$ cat config.mk
export PLATFORM = sky130hd
export DESIGN_NAME = calc_entry_fsm
export DESIGN_NICKNAME = d
export VERILOG_FILES = /design/src/rtl/calc_pkg.sv /design/src/rtl/calc_alu.sv /design/src/rtl/calc_entry_fsm.sv
export SDC_FILE = /design/constraint.sdc
export NUM_CORES = 1
export LEC_CHECK = 0
export BUFFER_PORTS_ARGS = -buffer_cell sky130_fd_sc_hd__buf_4
export CORE_UTILIZATION = 55
export DETAILED_ROUTE_END_ITERATION = 6
export PLACE_DENSITY = 0.69
export SYNTH_ARGS = -nofsm -noshare
export SYNTH_HDL_FRONTEND = slang
export SYNTH_SLANG_ARGS = --single-unit
$ cat constraint.sdc
create_clock -name clk -period 4.1 [get_ports clk]
set_clock_uncertainty 0.1 [all_clocks]
set_input_delay 0.615 -clock clk [delete_from_list [all_inputs] [get_ports clk]]
set_output_delay 0.615 -clock clk [all_outputs]
set_load 0.05 [all_outputs]
$ cat src/rtl/calc_pkg.sv
// ============================================================================
// Module      : calc_pkg
// Description : Shared definitions for the grid calculator keystroke
//               interpreter: key codes, operator and state encodings, and
//               key-classification helpers.
// Config      : CALC_MULT_EN - when undefined, KEY_MULT is not an operator key
//               and is ignored by the interpreter.
// Revision    : 1.0 - initial release
// ============================================================================
`default_nettype none

package calc_pkg;

  // Key codes delivered by the grid cursor (0x00-0x0F are digits)
  localparam logic [4:0] KEY_ADD  = 5'h10;
  localparam logic [4:0] KEY_MULT = 5'h11;
  localparam logic [4:0] KEY_AND  = 5'h12;
  localparam logic [4:0] KEY_EXE  = 5'h13;
  localparam logic [4:0] KEY_SUB  = 5'h14;
  localparam logic [4:0] KEY_OR   = 5'h15;
  localparam logic [4:0] KEY_CE   = 5'h16;
  localparam logic [4:0] KEY_CLR  = 5'h17;

  typedef enum logic [2:0] {
    OP_ADD  = 3'd0,
    OP_SUB  = 3'd1,
    OP_MULT = 3'd2,
    OP_AND  = 3'd3,
    OP_OR   = 3'd4
  } op_t;

  typedef enum logic [1:0] {
    S_A   = 2'd0,
    S_B   = 2'd1,
    S_RES = 2'd2
  } state_t;

  // True for keys that latch an operator. MULT only counts when the
  // multiplier exists; otherwise it falls through as an ignored code.
  function automatic logic f_is_op_key(input logic [4:0] k);
    case (k)
      KEY_ADD, KEY_SUB, KEY_AND, KEY_OR: return 1'b1;
`ifdef CALC_MULT_EN
      KEY_MULT:                          return 1'b1;
`endif
      default:                           return 1'b0;
    endcase
  endfunction

  function automatic op_t f_key_op(input logic [4:0] k);
    case (k)
      KEY_SUB:  return OP_SUB;
      KEY_MULT: return OP_MULT;
      KEY_AND:  return OP_AND;
      KEY_OR:   return OP_OR;
      default:  return OP_ADD;
    endcase
  endfunction

endpackage

`default_nettype wire

$ cat src/rtl/calc_alu.sv
// ============================================================================
// Module      : calc_alu
// Description : Combinational unsigned ALU, results truncated to W bits.
//               ADD: ovf = carry out. SUB: ovf = borrow, result wraps.
//               MULT: ovf = upper half of product nonzero. AND/OR: ovf = 0.
// Ports       : i_a, i_b  - operands (W bits)
//               i_op      - operator (op_t)
//               o_result  - W-bit result
//               o_ovf     - overflow / borrow flag
// Config      : CALC_MULT_EN - includes the multiplier path when defined.
// Revision    : 1.0 - initial release
// ============================================================================
`default_nettype none

module calc_alu
  import calc_pkg::*;
#(
  parameter int W = 16
) (
  input  logic [W-1:0] i_a,
  input  logic [W-1:0] i_b,
  input  op_t          i_op,
  output logic [W-1:0] o_result,
  output logic         o_ovf
);

  logic [W:0] w_sum;
  logic [W:0] w_diff;

  assign w_sum  = {1'b0, i_a} + {1'b0, i_b};
  // Top bit of the extended difference is set exactly when i_a < i_b
  assign w_diff = {1'b0, i_a} - {1'b0, i_b};

`ifdef CALC_MULT_EN
  logic [2*W-1:0] w_prod;
  assign w_prod = {{W{1'b0}}, i_a} * {{W{1'b0}}, i_b};
`endif

  always_comb begin
    o_result = '0;
    o_ovf    = 1'b0;
    case (i_op)
      OP_ADD: begin
        o_result = w_sum[W-1:0];
        o_ovf    = w_sum[W];
      end
      OP_SUB: begin
        o_result = w_diff[W-1:0];
        o_ovf    = w_diff[W];
      end
`ifdef CALC_MULT_EN
      OP_MULT: begin
        o_result = w_prod[W-1:0];
        o_ovf    = |w_prod[2*W-1:W];
      end
`endif
      OP_AND:  o_result = i_a & i_b;
      OP_OR:   o_result = i_a | i_b;
      default: begin
        o_result = '0;
        o_ovf    = 1'b0;
      end
    endcase
  end

endmodule

`default_nettype wire

$ cat src/rtl/calc_entry_fsm.sv
// ============================================================================
// Module      : calc_entry_fsm
// Description : Keystroke interpreter for the grid calculator. Accumulates
//               operand digits (hex or decimal), latches operators, chains
//               and executes arithmetic, and selects the displayed value.
// Ports       : clk, rst (async, active-high)
//               key_press/key_val - confirmed key and its 5-bit code
//               dec_mode          - 1 = decimal entry, 0 = hex entry
//               restriction       - dec_mode registered, back to the cursor
//               disp_val/disp_sel - displayed value and its source (A/B/R)
//               op_cur, ovf, state - latched operator, overflow, FSM state
// Config      : CALC_MULT_EN - enables the MULT key (0x11) and multiplier.
// Revision    : 1.0 - initial release
// ============================================================================
`default_nettype none

module calc_entry_fsm
  import calc_pkg::*;
#(
  parameter int N_DIGITS = 4
) (
  input  logic                  clk,
  input  logic                  rst,
  input  logic                  key_press,
  input  logic [4:0]            key_val,
  input  logic                  dec_mode,
  output logic                  restriction,
  output logic [4*N_DIGITS-1:0] disp_val,
  output logic [1:0]            disp_sel,
  output logic [2:0]            op_cur,
  output logic                  ovf,
  output logic [1:0]            state
);

  localparam int W  = 4 * N_DIGITS;
  localparam int CW = $clog2(N_DIGITS + 1);
  localparam logic [CW-1:0] c_max_cnt = CW'(N_DIGITS);

  state_t          r_state, w_state_nxt;
  op_t             r_op,    w_op_nxt;
  logic [W-1:0]    r_a,     w_a_nxt;
  logic [W-1:0]    r_b,     w_b_nxt;
  logic [W-1:0]    r_r,     w_r_nxt;
  logic [CW-1:0]   r_cnt_a, w_cnt_a_nxt;
  logic [CW-1:0]   r_cnt_b, w_cnt_b_nxt;
  logic            r_ovf,   w_ovf_nxt;
  logic            r_restr;

  logic            w_dig_ok;
  logic            w_is_op;
  op_t             w_key_op;
  logic [W-1:0]    w_alu_res;
  logic            w_alu_ovf;

  // Shift in one digit in the current radix; the digit limit keeps the
  // decimal value below 10^N_DIGITS, so truncation never occurs there.
  function automatic logic [W-1:0] f_acc(input logic [W-1:0] acc,
                                         input logic [3:0]   d,
                                         input logic         dec);
    if (dec) return (acc * W'(10)) + W'(d);
    else     return (acc << 4) | W'(d);
  endfunction

  assign w_dig_ok = (key_val[4] == 1'b0) &&
                    (!dec_mode || (key_val[3:0] <= 4'd9));
  assign w_is_op  = f_is_op_key(key_val);
  assign w_key_op = f_key_op(key_val);

  calc_alu #(.W(W)) u_alu (
    .i_a      (r_a),
    .i_b      (r_b),
    .i_op     (r_op),
    .o_result (w_alu_res),
    .o_ovf    (w_alu_ovf)
  );

  always_ff @(posedge clk or posedge rst) begin
    if (rst) begin
      r_state <= S_A;
      r_op    <= OP_ADD;
      r_a     <= '0;
      r_b     <= '0;
      r_r     <= '0;
      r_cnt_a <= '0;
      r_cnt_b <= '0;
      r_ovf   <= 1'b0;
      r_restr <= 1'b0;
    end else begin
      r_state <= w_state_nxt;
      r_op    <= w_op_nxt;
      r_a     <= w_a_nxt;
      r_b     <= w_b_nxt;
      r_r     <= w_r_nxt;
      r_cnt_a <= w_cnt_a_nxt;
      r_cnt_b <= w_cnt_b_nxt;
      r_ovf   <= w_ovf_nxt;
      r_restr <= dec_mode;
    end
  end

  always_comb begin
    w_state_nxt = r_state;
    w_op_nxt    = r_op;
    w_a_nxt     = r_a;
    w_b_nxt     = r_b;
    w_r_nxt     = r_r;
    w_cnt_a_nxt = r_cnt_a;
    w_cnt_b_nxt = r_cnt_b;
    w_ovf_nxt   = r_ovf;

    if (key_press) begin
      // CE on a displayed result has nothing to edit, so it acts as CLR
      if ((key_val == KEY_CLR) || ((key_val == KEY_CE) && (r_state == S_RES))) begin
        w_state_nxt = S_A;
        w_op_nxt    = OP_ADD;
        w_a_nxt     = '0;
        w_b_nxt     = '0;
        w_r_nxt     = '0;
        w_cnt_a_nxt = '0;
        w_cnt_b_nxt = '0;
        w_ovf_nxt   = 1'b0;
      end else begin
        case (r_state)
          S_A: begin
            if (w_dig_ok) begin
              if (r_cnt_a < c_max_cnt) begin
                w_a_nxt     = f_acc(r_a, key_val[3:0], dec_mode);
                w_cnt_a_nxt = r_cnt_a + CW'(1);
              end
            end else if (w_is_op) begin
              w_op_nxt    = w_key_op;
              w_b_nxt     = '0;
              w_cnt_b_nxt = '0;
              w_state_nxt = S_B;
            end else if (key_val == KEY_CE) begin
              w_a_nxt     = '0;
              w_cnt_a_nxt = '0;
            end
          end
          S_B: begin
            if (w_dig_ok) begin
              if (r_cnt_b < c_max_cnt) begin
                w_b_nxt     = f_acc(r_b, key_val[3:0], dec_mode);
                w_cnt_b_nxt = r_cnt_b + CW'(1);
              end
            end else if (w_is_op) begin
              // With no B digits yet the key only changes its mind about op
              if (r_cnt_b != '0) begin
                w_a_nxt     = w_alu_res;
                w_ovf_nxt   = w_alu_ovf;
                w_b_nxt     = '0;
                w_cnt_b_nxt = '0;
              end
              w_op_nxt = w_key_op;
            end else if (key_val == KEY_EXE) begin
              w_r_nxt     = w_alu_res;
              w_ovf_nxt   = w_alu_ovf;
              w_state_nxt = S_RES;
            end else if (key_val == KEY_CE) begin
              w_b_nxt     = '0;
              w_cnt_b_nxt = '0;
            end
          end
          S_RES: begin
            if (w_dig_ok) begin
              w_state_nxt = S_A;
              w_op_nxt    = OP_ADD;
              w_a_nxt     = W'(key_val[3:0]);
              w_cnt_a_nxt = CW'(1);
              w_b_nxt     = '0;
              w_cnt_b_nxt = '0;
              w_r_nxt     = '0;
              w_ovf_nxt   = 1'b0;
            end else if (w_is_op) begin
              w_a_nxt     = r_r;
              w_op_nxt    = w_key_op;
              w_b_nxt     = '0;
              w_cnt_b_nxt = '0;
              w_state_nxt = S_B;
            end
          end
          default: w_state_nxt = S_A;
        endcase
      end
    end
  end

  always_comb begin
    disp_val = r_a;
    disp_sel = 2'd0;
    case (r_state)
      S_B: begin
        if (r_cnt_b != '0) begin
          disp_val = r_b;
          disp_sel = 2'd1;
        end
      end
      S_RES: begin
        disp_val = r_r;
        disp_sel = 2'd2;
      end
      default: begin
        disp_val = r_a;
        disp_sel = 2'd0;
      end
    endcase
  end

  assign restriction = r_restr;
  assign op_cur      = r_op;
  assign ovf         = r_ovf;
  assign state       = r_state;

endmodule

`default_nettype wire

==> Word level (Yosys, flattened, before mapping) <==
Index checks and enable logic that the tools add are counted.
W data, S select, Z words.
{ "word_totals": {"reg_bits": 61, "inputBits": 9, "out_inout_bits": 25, "wordCells": 151} }
{ "op_classes": {"addsub": 6, "n_mul": 2, "magnitude_cmp": 3, "n_eq_ne": 31, "muxes": 74, "bitwise_logic": 5, "reduce_logical": 21} }
{ "ops": {"columns": ["op", "n"], "rows": [
  ["$mux W16", 27],
  ["$pmux W16 S3", 2],
  ["$pmux W16 S2", 2],
  ["$pmux W16 S4", 1],
  ["$mux W3", 19],
  ["$eq A5 B5 Y1 const B", 8],
  ["$add A16 B4 Y16", 2],
  ["$mul A16 B3 Y15 const B", 2],
  ["$or A16 B4 Y16", 2],
  ["$ne A4 B4 Y1 const B", 6],
  ["$ne A3 B3 Y1 const B", 6],
  ["$reduce_and A6 Y1", 3],
  ["$add A16 B16 Y17", 1],
  ["$sub A16 B16 Y17", 1],
  ["$and A16 B16 Y16", 1],
  ["$or A16 B16 Y16", 1],
  ["$ne A5 B5 Y1 const B", 3],
  ["$mux W2", 7],
  ["$pmux W3 S2", 2],
  ["$pmux W3 S4", 1],
  ["$reduce_bool A3 Y1", 4],
  ["$pmux W3 S3", 1],
  ["$reduce_and A9 Y1", 1],
  ["$mux W1", 8],
  ["25 further kinds", 31]
]} }

==> Logic depth before layout (Yosys ltp) <==
Gate-level depths: netlist (run 1).
{ "depth": {"word_depth": 7, "mapped_depth": 13, "depth_no_buf": 13} }

==> Modules after synthesis <==
From an unflattened synthesis (run 1), not the netlist that was laid out.
{ "hier_totals": {"cells_unflattened": 1065, "area_unflattened_um2": 8195.4} }
{ "by_module_without_submodules": {"columns": ["mod", "instances", "cells_each", "area_per_inst_um2", "seq_area_each_um2"], "rows": [
  ["calc_entry_fsm", 1, 708, 5793.1, 1526.5],
  ["calc_alu", 1, 357, 2402.3, 0.0]
]} }

==> Worst setup path before layout (run 1) <==
No wires, ideal clock.
{ "synth_path": {"path_kind": "flip-flop to output port", "from": "register r_state[0] (netlist: state[0])", "to": "output disp_val[10]", "arrival_time_ps": 2791, "required_time_ps": 3385, "path_slack_ps": 594, "path_stages_with_launch": 8, "path_buffers": 2, "cell_sequence": "dfrtp_1 ha_1 clkbuf_1 nand2_1 nor2_1 clkbuf_1 a222oi_1 inv_1"} }
{ "synth_via": {"elab_chain_len": 2, "elab_cells_between_ends": 3, "cone_classes": "eq/ne: 2; mux: 1"} }
{ "synth_lines": {"columns": ["item", "line", "text"], "rows": [
  ["from (decl)", "calc_entry_fsm.sv:39", "state_t r_state, w_state_nxt;"],
  ["from (signal assigned)", "calc_entry_fsm.sv:89", "r_state <= w_state_nxt;"],
  ["$eq A2 B2 Y1 / $eq A2 B1 Y1 (equally long branches)", "calc_entry_fsm.sv:191", "case (r_state)"],
  ["$pmux W16 S2 *", "calc_entry_fsm.sv:191", null],
  ["to (decl)", "calc_entry_fsm.sv:28", "output logic [4*N_DIGITS-1:0] disp_val,"]
]} }
Mark *: on every way between the ends. The rest lies on a longest branch, timed or not.

==> Final worst setup path (run 1) <==
{ "layout_path": {"from": "register r_a[3]", "to": "register r_a[15]"} }
{ "layout_via": {"elab_chain_len": 7, "elab_cells_between_ends": 13, "cone_classes": "add/sub: 3; mul: 1; mux: 9"} }
{ "layout_lines": {"columns": ["item", "line", "text"], "rows": [
  ["from (decl)", "calc_entry_fsm.sv:41", "logic [W-1:0] r_a, w_a_nxt;"],
  ["from (signal assigned)", "calc_entry_fsm.sv:91", "r_a <= w_a_nxt;"],
  ["$mul A16 B3 Y15, or another cell as far along", "calc_entry_fsm.sv:60", "if (dec) return (acc * W'(10)) + W'(d);"],
  ["$add A16 B4 Y16 / $pmux W16 S4 (equally long branches)", "calc_entry_fsm.sv:60, calc_alu.sv:42", null],
  ["$mux W16, on equally long branches", "calc_entry_fsm.sv:60, calc_entry_fsm.sv:148", null],
  ["$mux W16, on equally long branches", "calc_entry_fsm.sv:126, calc_entry_fsm.sv:146", null],
  ["$mux W16, on equally long branches", "calc_entry_fsm.sv:125, calc_entry_fsm.sv:141", null],
  ["$pmux W16 S3 *", "calc_entry_fsm.sv:123", "case (r_state)"],
  ["$mux W16 *", "calc_entry_fsm.sv:113", "if ((key_val == KEY_CLR) || ((key_val == KEY_CE) && (r_state == S_RES))) begin"]
]} }
Mark *: on every way between the ends. The rest lies on a longest branch, timed or not. The select of a mux whose other input is x is not followed.
A chain may end at the register's enable or synchronous reset.

==> summary.md, run 1 <==
| Metric | Value |
|---|---|
| Status | `finished, final reports clean` |
| Syn-to-layout area delta | `9.670%` |
| Sw Share | `55.20%` |
| CP Class | `flop to flop` |
| GRT overflow | `0` |
| Clk_lat worst skew | `0.33 ns` |
| Reg power frac | `16.4%` |
| Average size of a mapped cell | `7.840 um^2` |
| ANT cells | `0` |
| Rows | `42` |
| Final Util | `62.76%` |
| Net switching power | `3.700 mW` |
| Setup WS pre-CTS | `0.3123 ns` |
| # Post-CTS Setup Buffers | `0` |
| Post-route insts no fill | `1,183` |
| Worst slew pin tran | `0.8533 ns` |
| Hold Crit Class | `input pin to async pin` |
| Largest stage delay, worst path | `0.55 ns` |
| Final period util | `95.08%` |
| Die Width | `120.3 um` |
| Seq/Total Area, Yosys | `19.83%` |
| CTS sink count | `61` |
| PwrDens | `794.0 nW/um^2` |
| Fin Hold WS | `0.3613 ns` |
| Worst-path fanout max | `8` |
| Max cap viols | `0` |
| Placed cells | `1,168` |
| CTS resizes | `0` |
| Crit end category | `flop` |
| Final GP Congestion | `0.9442` |
| Cts hold-fix bufs | `0` |
| Initial antenna violation count | `0` |
| H-tree level count | `3` |
| Post-synth EDFFs | `0` |
| GRT Overall Usage | `35.11%` |
| Residual DRC count | `0` |
| First-pass GRT wire length | `39,330 um` |
| VDD IR max | `0.3379 mV` |
| Fin Setup TNS | `0 ns` |
| Flop-to-flop setup slack | `0.20 ns` |
| Hold Vio Cnt, Final | `0` |
| Drt wl/cell | `20.79 um` |
| RSZ-0062 raised after global routing | `false` |
| Clock network power share | `10.9%` |
| Mapped Area | `7699 um^2` |
| Max Fclk | `0.2565 GHz` |
| Cell taking the most area after synthesis | `dfrtp_1` |
| Crit path cell chain | `ha_1, ha_1, inv_1, fa_1, xnor2_1, nor3b_2, nand3_2, nor4_1, nand4_1, xnor2_1, o21ai_1, a32o_1` |
| Fin. max-slew vios | `0` |
| Nets | `1,126` |
| Num CTS Buffers | `9` |
| CTS tree | `built` |
| Area of the core | `13,450 um^2` |
| Internal power | `3.003 mW` |
| Reg2Reg Depth | `12` |
| Crit path buffers/inverters | `1` |
| 1st-pass router iterations | `5` |
| Share of cells above drive strength 1 | `9.732%` |
| CTS Buffer Depth | `2` |
| Synth area leaders | `dfrtp_1, ha_1, a21oi_1, nand2_1, o21ai_0` |
| Iter 0 DRT Violations | `763` |
| Comb pwr share | `72.7%` |
| Startpoint Class | `flop` |
| Leak | `3.895 nW` |
| Unique masters post-synth | `81` |
| Via count | `7,681` |
| DIE AREA | `14,470 um^2` |
| Crit path DAT | `4.02 ns` |
| Synth Flop Type | `dfrtp_1` |
| Warnings, synthesis | `0` |
| Final setup viols | `0` |
| Fin crit period | `3.898 ns` |
| Pin count of the biggest net entering global routing | `41` |
| Relative slew slack | `43.03%` |
| Synth top cells by count | `ha_1, nand2_1, inv_1` |
| Vias per cell | `6.493` |
| Die height | `120.3 um` |
| I/O Pins | `34` |
| Family with the most delay on the worst path | `simple AND/OR/NAND/NOR gates` |
| Area fraction of the dominant cell type after synthesis | `19.83%` |
| Cells after synthesis | `982` |
| Clk slew on worst S/H paths | `0.06 ns` |
| Worst R2R Start | `r_a[3]` |
| Port Buffer Count | `33` |
| Most frequent cell after synthesis | `ha_1` |
| Vias in the first global route | `7,347` |
| Yosys reg bits | `61` |
| Clock Tree Root | `clkbuf_16` |
| Initial core utilization | `57.23%` |
| Dpl hpwl | `18,620 um` |
| Ys async rst share | `100.0%` |
| Reg2reg end | `r_a[15]` |
| Syn Nets | `1,105` |
| WL final | `24,590 um` |
| WP data required | `4.22 ns` |
| Antenna Nets Post-Route | `0` |
| Slowest stage cell, crit path | `nor4_1` |
| Post-route setup slack | `0.2019 ns` |
## per-layer routing
layer,vias up,global-route usage [%],part of all wire (%)
met3,59,7.028,7.9
met2,354,54.78,45
met5,-,0,0
met4,0,14.58,3.1
met1,3635,47.29,44
li1,3633,-,-
## state kept, by name, summed over array words and instances, names as in the netlist
name,count
op_cur,3
r_cnt_b,3
r_b,16
r_cnt_a,3
r_r,16
ovf,1
restriction,1
r_a,16
state,2
## per-stage QoR
| stage | area [um^2] | power, mW |
|---|---|---|
| CTS | 8443 | 6.577 |
| global placement | 8162 | 5.795 |
| finish | 8443 | 6.703 |
| floorplan | 7699 | 4.489 |
| global route | 8443 | 7.156 |
| detailed placement | 8162 | 5.814 |
## placed cells by master (no fill, tap or decap), types with 13 or more instances in the layout
cell type and n:
nand3_1 20, o21ai_0 65, dfrtp_1 61, inv_1 81, nor2_1 76, nand2_1 88
a222oi_1 16, ha_1 108, xnor2_1 35, o22ai_1 23, a21oi_1 78, nor3_1 27
buf_4 57, nand4_1 13, xor2_1 19, a22o_1 14
## cell families after synthesis
| group | after synthesis | synth area share, % |
|---|---|---|
| mux | 11 | 1.479 |
| buf+inv | 130 | 6.452 |
| compound gates | 327 | 28.99 |
| flops | 61 | 19.83 |
| fa+ha+maj | 114 | 19.11 |
| simple gates | 284 | 17.78 |
| xor+xnor | 55 | 6.355 |
## final cells by class
class | count | area [um^2]
multi-input cells | 791 | 5675
fillers | 1244 | 5010
flip-flops and latches | 61 | 1526
repair buffers | 57 | 427.9
inverters | 83 | 311.5
clock buffers | 10 | 229.0
well taps | 176 | 220.2
clock inverters | 5 | 52.55
## worst register-to-register path: stages, from the launching register on
cell and delay, ns:
dfrtp_1 0.48, ha_1 0.33, ha_1 0.19, inv_1 0.07
fa_1 0.45, xnor2_1 0.37, nor3b_2 0.31, nand3_2 0.13
nor4_1 0.55, nand4_1 0.19, xnor2_1 0.27, o21ai_1 0.09
a32o_1 0.26
## worst max path at each step
stage,startpoint,end,slack (ns),depth (start not counted)
6_report,r_a[3],r_a[15],0.20,12
5_1_grt,r_a[3],r_a[15],0.05,12
4_1_cts,r_a[3],r_a[15],0.28,12
3_5_place_dp,r_a[3],r_a[15],0.31,12
3_3_place_gp,r_a[3],r_a[15],0.45,12
2_1_floorplan,state[0],disp_val[10],0.59,7
## power by group through the flow
stage / Clock, mW / Combinational [mW] / Sequential, mW
after floorplan: 0 / 3.41 / 1.08
after global placement: 0 / 4.71 / 1.09
after detailed placement: 0 / 4.72 / 1.09
after CTS: 0.738 / 4.75 / 1.08
after global routing: 0.768 / 5.27 / 1.12
final: 0.733 / 4.87 / 1.10
Note: power is estimated with default switching activity, not from simulation.
==> run 2, diff against run 1 <==
==> constraint.sdc (replaced) <==
create_clock -name clk -period 4.1 [get_ports clk]
set_clock_uncertainty 0.1 [all_clocks]
set_input_delay 1.025 -clock clk [delete_from_list [all_inputs] [get_ports clk]]
set_output_delay 1.025 -clock clk [all_outputs]
set_load 0.05 [all_outputs]
==> run 2 against run 1 <==
Worst hold slack better by 0.019 ns. Non-clock buffer count is 12 higher. Global-route usage rose by 0.63 points. Flip-flop and latch count is the same. Final area increased by 2.0%. Critical path depth is 5 lower. First-iteration DRC count shrank 8.4%. Sequential share of layout area fell by 0.35 points. Clock power up 28%. Cell count grew 1.1%. Power grew 3.3%. Critical path type is now flop to output port. Largest cell class unchanged.
==> summary.md, run 2 (same netlist as run 1, synthesis figures left out) <==
| Metric | Value |
|---|---|
| Status | `finished, final reports clean (unchanged)` |
| Cts hold-fix bufs | `0 (unchanged)` |
| Area of the core | `13,450 um^2 (unchanged)` |
| Die Width | `120.3 um (unchanged)` |
| Grt met1 use | `47.37% (was 47.29%)` |
| Port Buffer Count | `33 (unchanged)` |
| Setup WS pre-CTS | `0.4710 ns (was 0.3123 ns)` |
| Nets | `1,138 (was 1,126)` |
| Startpoint Class | `flop (unchanged)` |
| CTS resizes | `0 (unchanged)` |
| Final period util | `88.68% (was 95.08%)` |
| Rows | `42 (unchanged)` |
| Initial core utilization | `57.23% (unchanged)` |
| Worst slew pin tran | `0.8341 ns (was 0.8533 ns)` |
| Initial antenna violation count | `0 (unchanged)` |
| Final GP Congestion | `0.9256 (was 0.9442)` |
| Placed cells | `1,180 (was 1,168)` |
| Antenna Nets Post-Route | `0 (unchanged)` |
| PwrDens | `804.5 nW/um^2 (was 794.0 nW/um^2)` |
| Max Fclk | `0.2750 GHz (was 0.2565 GHz)` |
| Met2 usage | `58.26% (was 54.78%)` |
| Clk_lat worst skew | `0.34 ns (was 0.33 ns)` |
| 1st-pass router iterations | `7 (was 5)` |
| CTS sink count | `61 (unchanged)` |
| Syn-to-layout area delta | `11.85% (was 9.670%)` |
| Clk slew on worst S/H paths | `0.06 ns (about the same)` |
| Met3 GRT Util | `4.292% (was 7.028%)` |
| Power, Total | `6.927 mW (was 6.703 mW)` |
| Pin count of the biggest net entering global routing | `62 (was 41)` |
| First-pass GRT wire length | `39,960 um (was 39,330 um)` |
| Global routing's busiest layer | `met2 (unchanged)` |
| Worst-path fanout max | `9 (was 8)` |
| RSZ-0062 raised after global routing | `false (unchanged)` |
| # Post-CTS Setup Buffers | `0 (unchanged)` |
| Crit end category | `output port (was flop)` |
| Fin Hold WS | `0.3806 ns (was 0.3613 ns)` |
| Most frequent cells in the layout | `ha_1, nand2_1, inv_1, a21oi_1, nor2_1 (unchanged)` |
| Reg2Reg Depth | `12 (unchanged)` |
| Drt wl/cell | `21.05 um (was 20.79 um)` |
| Clock Tree Root | `clkbuf_16 (unchanged)` |
| Crit path DAT | `2.51 ns (was 4.02 ns)` |
| Residual DRC count | `0 (unchanged)` |
| CTS Buffer Depth | `2 (unchanged)` |
| VDD IR max | `0.2760 mV (was 0.3379 mV)` |
| CP Class | `flop to output port (was flop to flop)` |
| ANT cells | `0 (unchanged)` |
| Relative slew slack | `44.40% (was 43.03%)` |
| Most common cell after layout, fill and taps aside | `ha_1 (unchanged)` |
| Post-route setup slack | `0.4640 ns (was 0.2019 ns)` |
| Die height | `120.3 um (unchanged)` |
| WP data required | `2.97 ns (was 4.22 ns)` |
| GRT overflow | `0 (unchanged)` |
| Dpl hpwl | `18,670 um (was 18,620 um)` |
| Num CTS Buffers | `9 (unchanged)` |
| Fin. max-slew vios | `0 (unchanged)` |
| WL final | `25,180 um (was 24,590 um)` |
| Vias in the first global route | `7,444 (was 7,347)` |
| Iter 0 DRT Violations | `699 (was 763)` |
| Hold Vio Cnt, Final | `0 (unchanged)` |
| Max cap viols | `0 (unchanged)` |
| Worst Hold Depth | `2` |
| H-tree level count | `3 (unchanged)` |
| DIE AREA | `14,470 um^2 (unchanged)` |
| Vias per cell | `6.508 (was 6.493)` |
| Share of cells above drive strength 1 | `10.98% (was 9.732%)` |
| Via count | `7,783 (was 7,681)` |
| Leak | `3.987 nW (was 3.895 nW)` |
| Post-route insts no fill | `1,196 (was 1,183)` |
| Final setup viols | `0 (unchanged)` |
| Fin Setup TNS | `0 ns (unchanged)` |
| Fin crit period | `3.636 ns (was 3.898 ns)` |
| Hold Crit Class | `flop to flop (was input pin to async pin)` |
| Largest registers | `r_a x16, r_b x16, r_r x16 (unchanged)` |
| CTS tree | `built (unchanged)` |
| GRT Overall Usage | `35.73% (was 35.11%)` |
| I/O Pins | `34 (unchanged)` |
[run 2: cell types whose count changed in the layout (fill, tap and decap cells not counted), sizes merged]
cell and change:
buf +12, bufinv +2, clkbuf +1, clkinv -2
[run 2: worst paths after layout]
kind,start,to,slack [ns]
worst max-delay path,state[0],disp_val[10],0.46
worst min-delay path,ovf,ovf,0.38
worst max register to register,r_a[1],r_a[15],0.47
worst min register to register,ovf,ovf,0.38
max in group asynchronous,rst,r_a[5],2.52
min in group asynchronous,rst,r_cnt_b[1],0.83
[run 2: layer usage]
metal / wire [um] / part of all wire (%) / vias up
met3: 2002 / 8.0 / 64
li1: - / - / 3648
met4: 820 / 3.3 / 0
met2: 11720 / 47 / 347
met1: 10630 / 42 / 3724
met5: 0 / 0 / -
[run 2: layout make-up]
class | count | area, um^2
Sequential cell | 61 | 1526
Tap cell | 176 | 220.2
Fill cell | 1255 | 4842
Clock buffer | 11 | 252.7
Multi-Input combinational cell | 791 | 5675
Inverter | 83 | 311.5
Clock inverter | 5 | 106.4
Timing Repair Buffer | 69 | 518.0
[run 2: metrics by stage]
stage / utilization (%) / area (um^2)
final: 64.01 / 8611
after global routing: 64.01 / 8611
after detailed placement: 61.34 / 8252
after CTS: 64.01 / 8611
after global placement: 61.34 / 8252
after floorplan: - / 7699
[run 2: power breakdown]
| group | switching (mW) | internal (mW) |
|---|---|---|
| Combinational | 3.09 | 1.79 |
| Sequential | 0.318 | 0.788 |
| Clock | 0.307 | 0.628 |
[run 2: critical path: stages (launching register included)]
cell,delay [ns]
dfrtp_1,0.45
inv_1,0.09
ha_1,0.38
and2_1,0.32
buf_4,0.25
a222oi_1,0.38
inv_1,0.08
buf_4,0.20
==> run 3, diff against run 2 <==
PLACE_DENSITY = 0.81   (was 0.69)
==> run 3 against run 2 <==
The flow now finishes with violations (DRC). Worst hold slack better by 0.020 ns. Via count is 0.94% higher. Worst setup slack got worse by 0.16 ns. Critical path depth unchanged. Critical path type unchanged. Critical endpoint is now disp_val[9].
==> summary.md, run 3 (same netlist as run 1, synthesis figures left out) <==
| Metric | Value |
|---|---|
| Nets | `1,128 (was 1,138)` |
| Multi-input gate area | `5675 um^2 (unchanged)` |
| DIE AREA | `14,470 um^2 (unchanged)` |
| WP data required | `2.97 ns (about the same)` |
| I/O Pins | `34 (unchanged)` |
| Drt wl/cell | `20.12 um (was 21.05 um)` |
| Crit end category | `output port (unchanged)` |
| CTS resizes | `0 (unchanged)` |
| Fin Hold WS | `0.4002 ns (was 0.3806 ns)` |
| Dpl hpwl | `17,960 um (was 18,670 um)` |
| Reg power frac | `17.0% (was 16.0%)` |
| Setup WS pre-CTS | `0.4661 ns (was 0.4710 ns)` |
| Sw Share | `54.64% (was 53.69%)` |
| Pin count of the biggest net entering global routing | `47 (was 62)` |
| Most common cell after layout, fill and taps aside | `ha_1 (unchanged)` |
| Power, Total | `6.698 mW (was 6.927 mW)` |
| Final GP Congestion | `0.9214 (was 0.9256)` |
| Hold Crit Class | `flop to flop (unchanged)` |
| Worst Hold Depth | `2 (unchanged)` |
| Vias per cell | `6.624 (was 6.508)` |
| CTS sink count | `61 (unchanged)` |
| Worst-path fanout max | `13 (was 9)` |
| CTS tree | `built (unchanged)` |
| Vias in the first global route | `7,560 (was 7,444)` |
| Antenna Nets Post-Route | `0 (unchanged)` |
| Placed cells | `1,170 (was 1,180)` |
| Levels on crit path | `7 (unchanged)` |
| Crit path cell chain | `inv_1, ha_1, and2_1, buf_4, a222oi_1, inv_1, buf_4 (unchanged)` |
| Relative slew slack | `33.58% (was 44.40%)` |
| Final setup viols | `0 (unchanged)` |
| Residual DRC count | `7 (was 0)` |
| VDD IR max | `0.2739 mV (was 0.2760 mV)` |
| Clk slew on worst S/H paths | `0.05 ns (was 0.06 ns)` |
| Rows | `42 (unchanged)` |
| Net switching power | `3.660 mW (was 3.719 mW)` |
| Max Fclk | `0.2636 GHz (was 0.2750 GHz)` |
| Initial core utilization | `57.23% (unchanged)` |
| Most frequent cells in the layout | `ha_1, nand2_1, inv_1, a21oi_1, nor2_1 (unchanged)` |
| Max cap viols | `0 (unchanged)` |
| Iter 0 DRT Violations | `929 (was 699)` |
| Fin. max-slew vios | `0 (unchanged)` |
| Post-route setup slack | `0.3066 ns (was 0.4640 ns)` |
| Internal power | `3.038 mW (was 3.208 mW)` |
| Failing checks | `DRC` |
| Comb pwr share | `71.6% (was 70.5%)` |
| Port Buffer Count | `33 (unchanged)` |
| Cts hold-fix bufs | `0 (unchanged)` |
| Reg2Reg Depth | `12 (unchanged)` |
| H-tree level count | `3 (unchanged)` |
| Die Width | `120.3 um (unchanged)` |
| Final period util | `92.52% (was 88.68%)` |
| # Post-CTS Setup Buffers | `0 (unchanged)` |
| Startpoint Class | `flop (unchanged)` |
| Share of cells above drive strength 1 | `9.901% (was 10.98%)` |
| Status | `complete, but fails checks (was finished, final reports clean)` |
| Fin Setup TNS | `0 ns (unchanged)` |
| Clk_lat worst skew | `0.33 ns (was 0.34 ns)` |
| Hold Vio Cnt, Final | `0 (unchanged)` |
| Crit path buffers/inverters | `4 (unchanged)` |
| Post-route insts no fill | `1,186 (was 1,196)` |
| Die height | `120.3 um (unchanged)` |
| GRT overflow | `0 (unchanged)` |
| PwrDens | `790.7 nW/um^2 (was 804.5 nW/um^2)` |
| RSZ-0062 raised after global routing | `false (unchanged)` |
| ANT cells | `0 (unchanged)` |
| Num CTS Buffers | `9 (unchanged)` |
| First-pass GRT wire length | `38,810 um (was 39,960 um)` |
| CTS Buffer Depth | `2 (unchanged)` |
| Slowest stage cell, crit path | `ha_1 (was dfrtp_1)` |
| Clock network power share | `11.3% (was 13.5%)` |
| 1st-pass router iterations | `7 (unchanged)` |
| Initial antenna violation count | `0 (unchanged)` |
| Sequential cell area | `1526 um^2 (unchanged)` |
| GRT Overall Usage | `33.97% (was 35.73%)` |
| Leak | `3.908 nW (was 3.987 nW)` |
| WL final | `23,870 um (was 25,180 um)` |
| Via count | `7,856 (was 7,783)` |
| Crit path DAT | `2.67 ns (was 2.51 ns)` |
| Fillers | `1,215 (was 1,255)` |
| Worst slew pin tran | `0.9949 ns (was 0.8341 ns)` |
| Area of the core | `13,450 um^2 (unchanged)` |
| Fin crit period | `3.793 ns (was 3.636 ns)` |
| Family with the most delay on the worst path | `buffers and inverters (unchanged)` |
| Syn-to-layout area delta | `10.03% (was 11.85%)` |
| Clock Tree Root | `clkbuf_16 (unchanged)` |
| Largest stage delay, worst path | `0.50 ns (was 0.45 ns)` |
| CP Class | `flop to output port (unchanged)` |
| Largest registers | `r_a x16, r_b x16, r_r x16 (unchanged)` |
run 3: layout make-up:
type / count / share of cell area (%)
Timing Repair Buffer: 59 / 5.229
Inverter: 83 / 3.678
Sequential cell: 61 / 18.02
Multi-Input combinational cell: 791 / 67.00
Clock inverter: 4 / 0.5613
Tap cell: 176 / 2.600
Clock buffer: 12 / 2.910
run 3: final timing paths:
path                           from          end  slack, ns
setup / recovery           state[0]  disp_val[9]       0.31
setup reg to reg             r_a[3]      r_a[15]       0.41
max in group asynchronous       rst       r_b[6]       2.25
hold reg to reg                 ovf          ovf       0.40
hold / removal                  ovf          ovf       0.40
min in group asynchronous       rst   r_cnt_a[2]       0.83
run 3: power groups by stage:
stage	sequential [mW]	clock (mW)	combinational, mW
finish	1.14	0.760	4.80
global route	1.16	0.788	5.18
CTS	1.12	0.758	4.69
detailed placement	1.13	0	4.65
global placement	1.12	0	4.58
floorplan	1.08	0	3.41
run 3: metal layers:
metal / GRT usage (%) / wire length [um] / up-vias
li1: - / - / 3644
met1: 43.87 / 9646 / 3679
met2: 54.06 / 10790 / 430
met3: 5.943 / 2311 / 103
met4: 18.06 / 1125 / 0
met5: 0 / 0 / -
run 3: per-stage QoR:
stage / utilization (%) / instance area (um^2)
after detailed placement: 60.78 / 8177
after CTS: 62.97 / 8471
final: 62.97 / 8471
after global routing: 62.97 / 8471
after floorplan: - / 7699
after global placement: 60.78 / 8177
run 3: worst register-to-register path: cells and delay by family, from the launching register on:
| family | cells | cell delay (ns) |
|---|---|---|
| AO/OA/AOI/OAI | 2 | 0.34 |
| XOR/XNOR | 2 | 0.56 |
| flip-flops | 1 | 0.48 |
| buffers and inverters | 1 | 0.05 |
| adder cells (fa/ha/maj) | 3 | 0.95 |
| AND/OR/NAND/NOR | 4 | 1.09 |
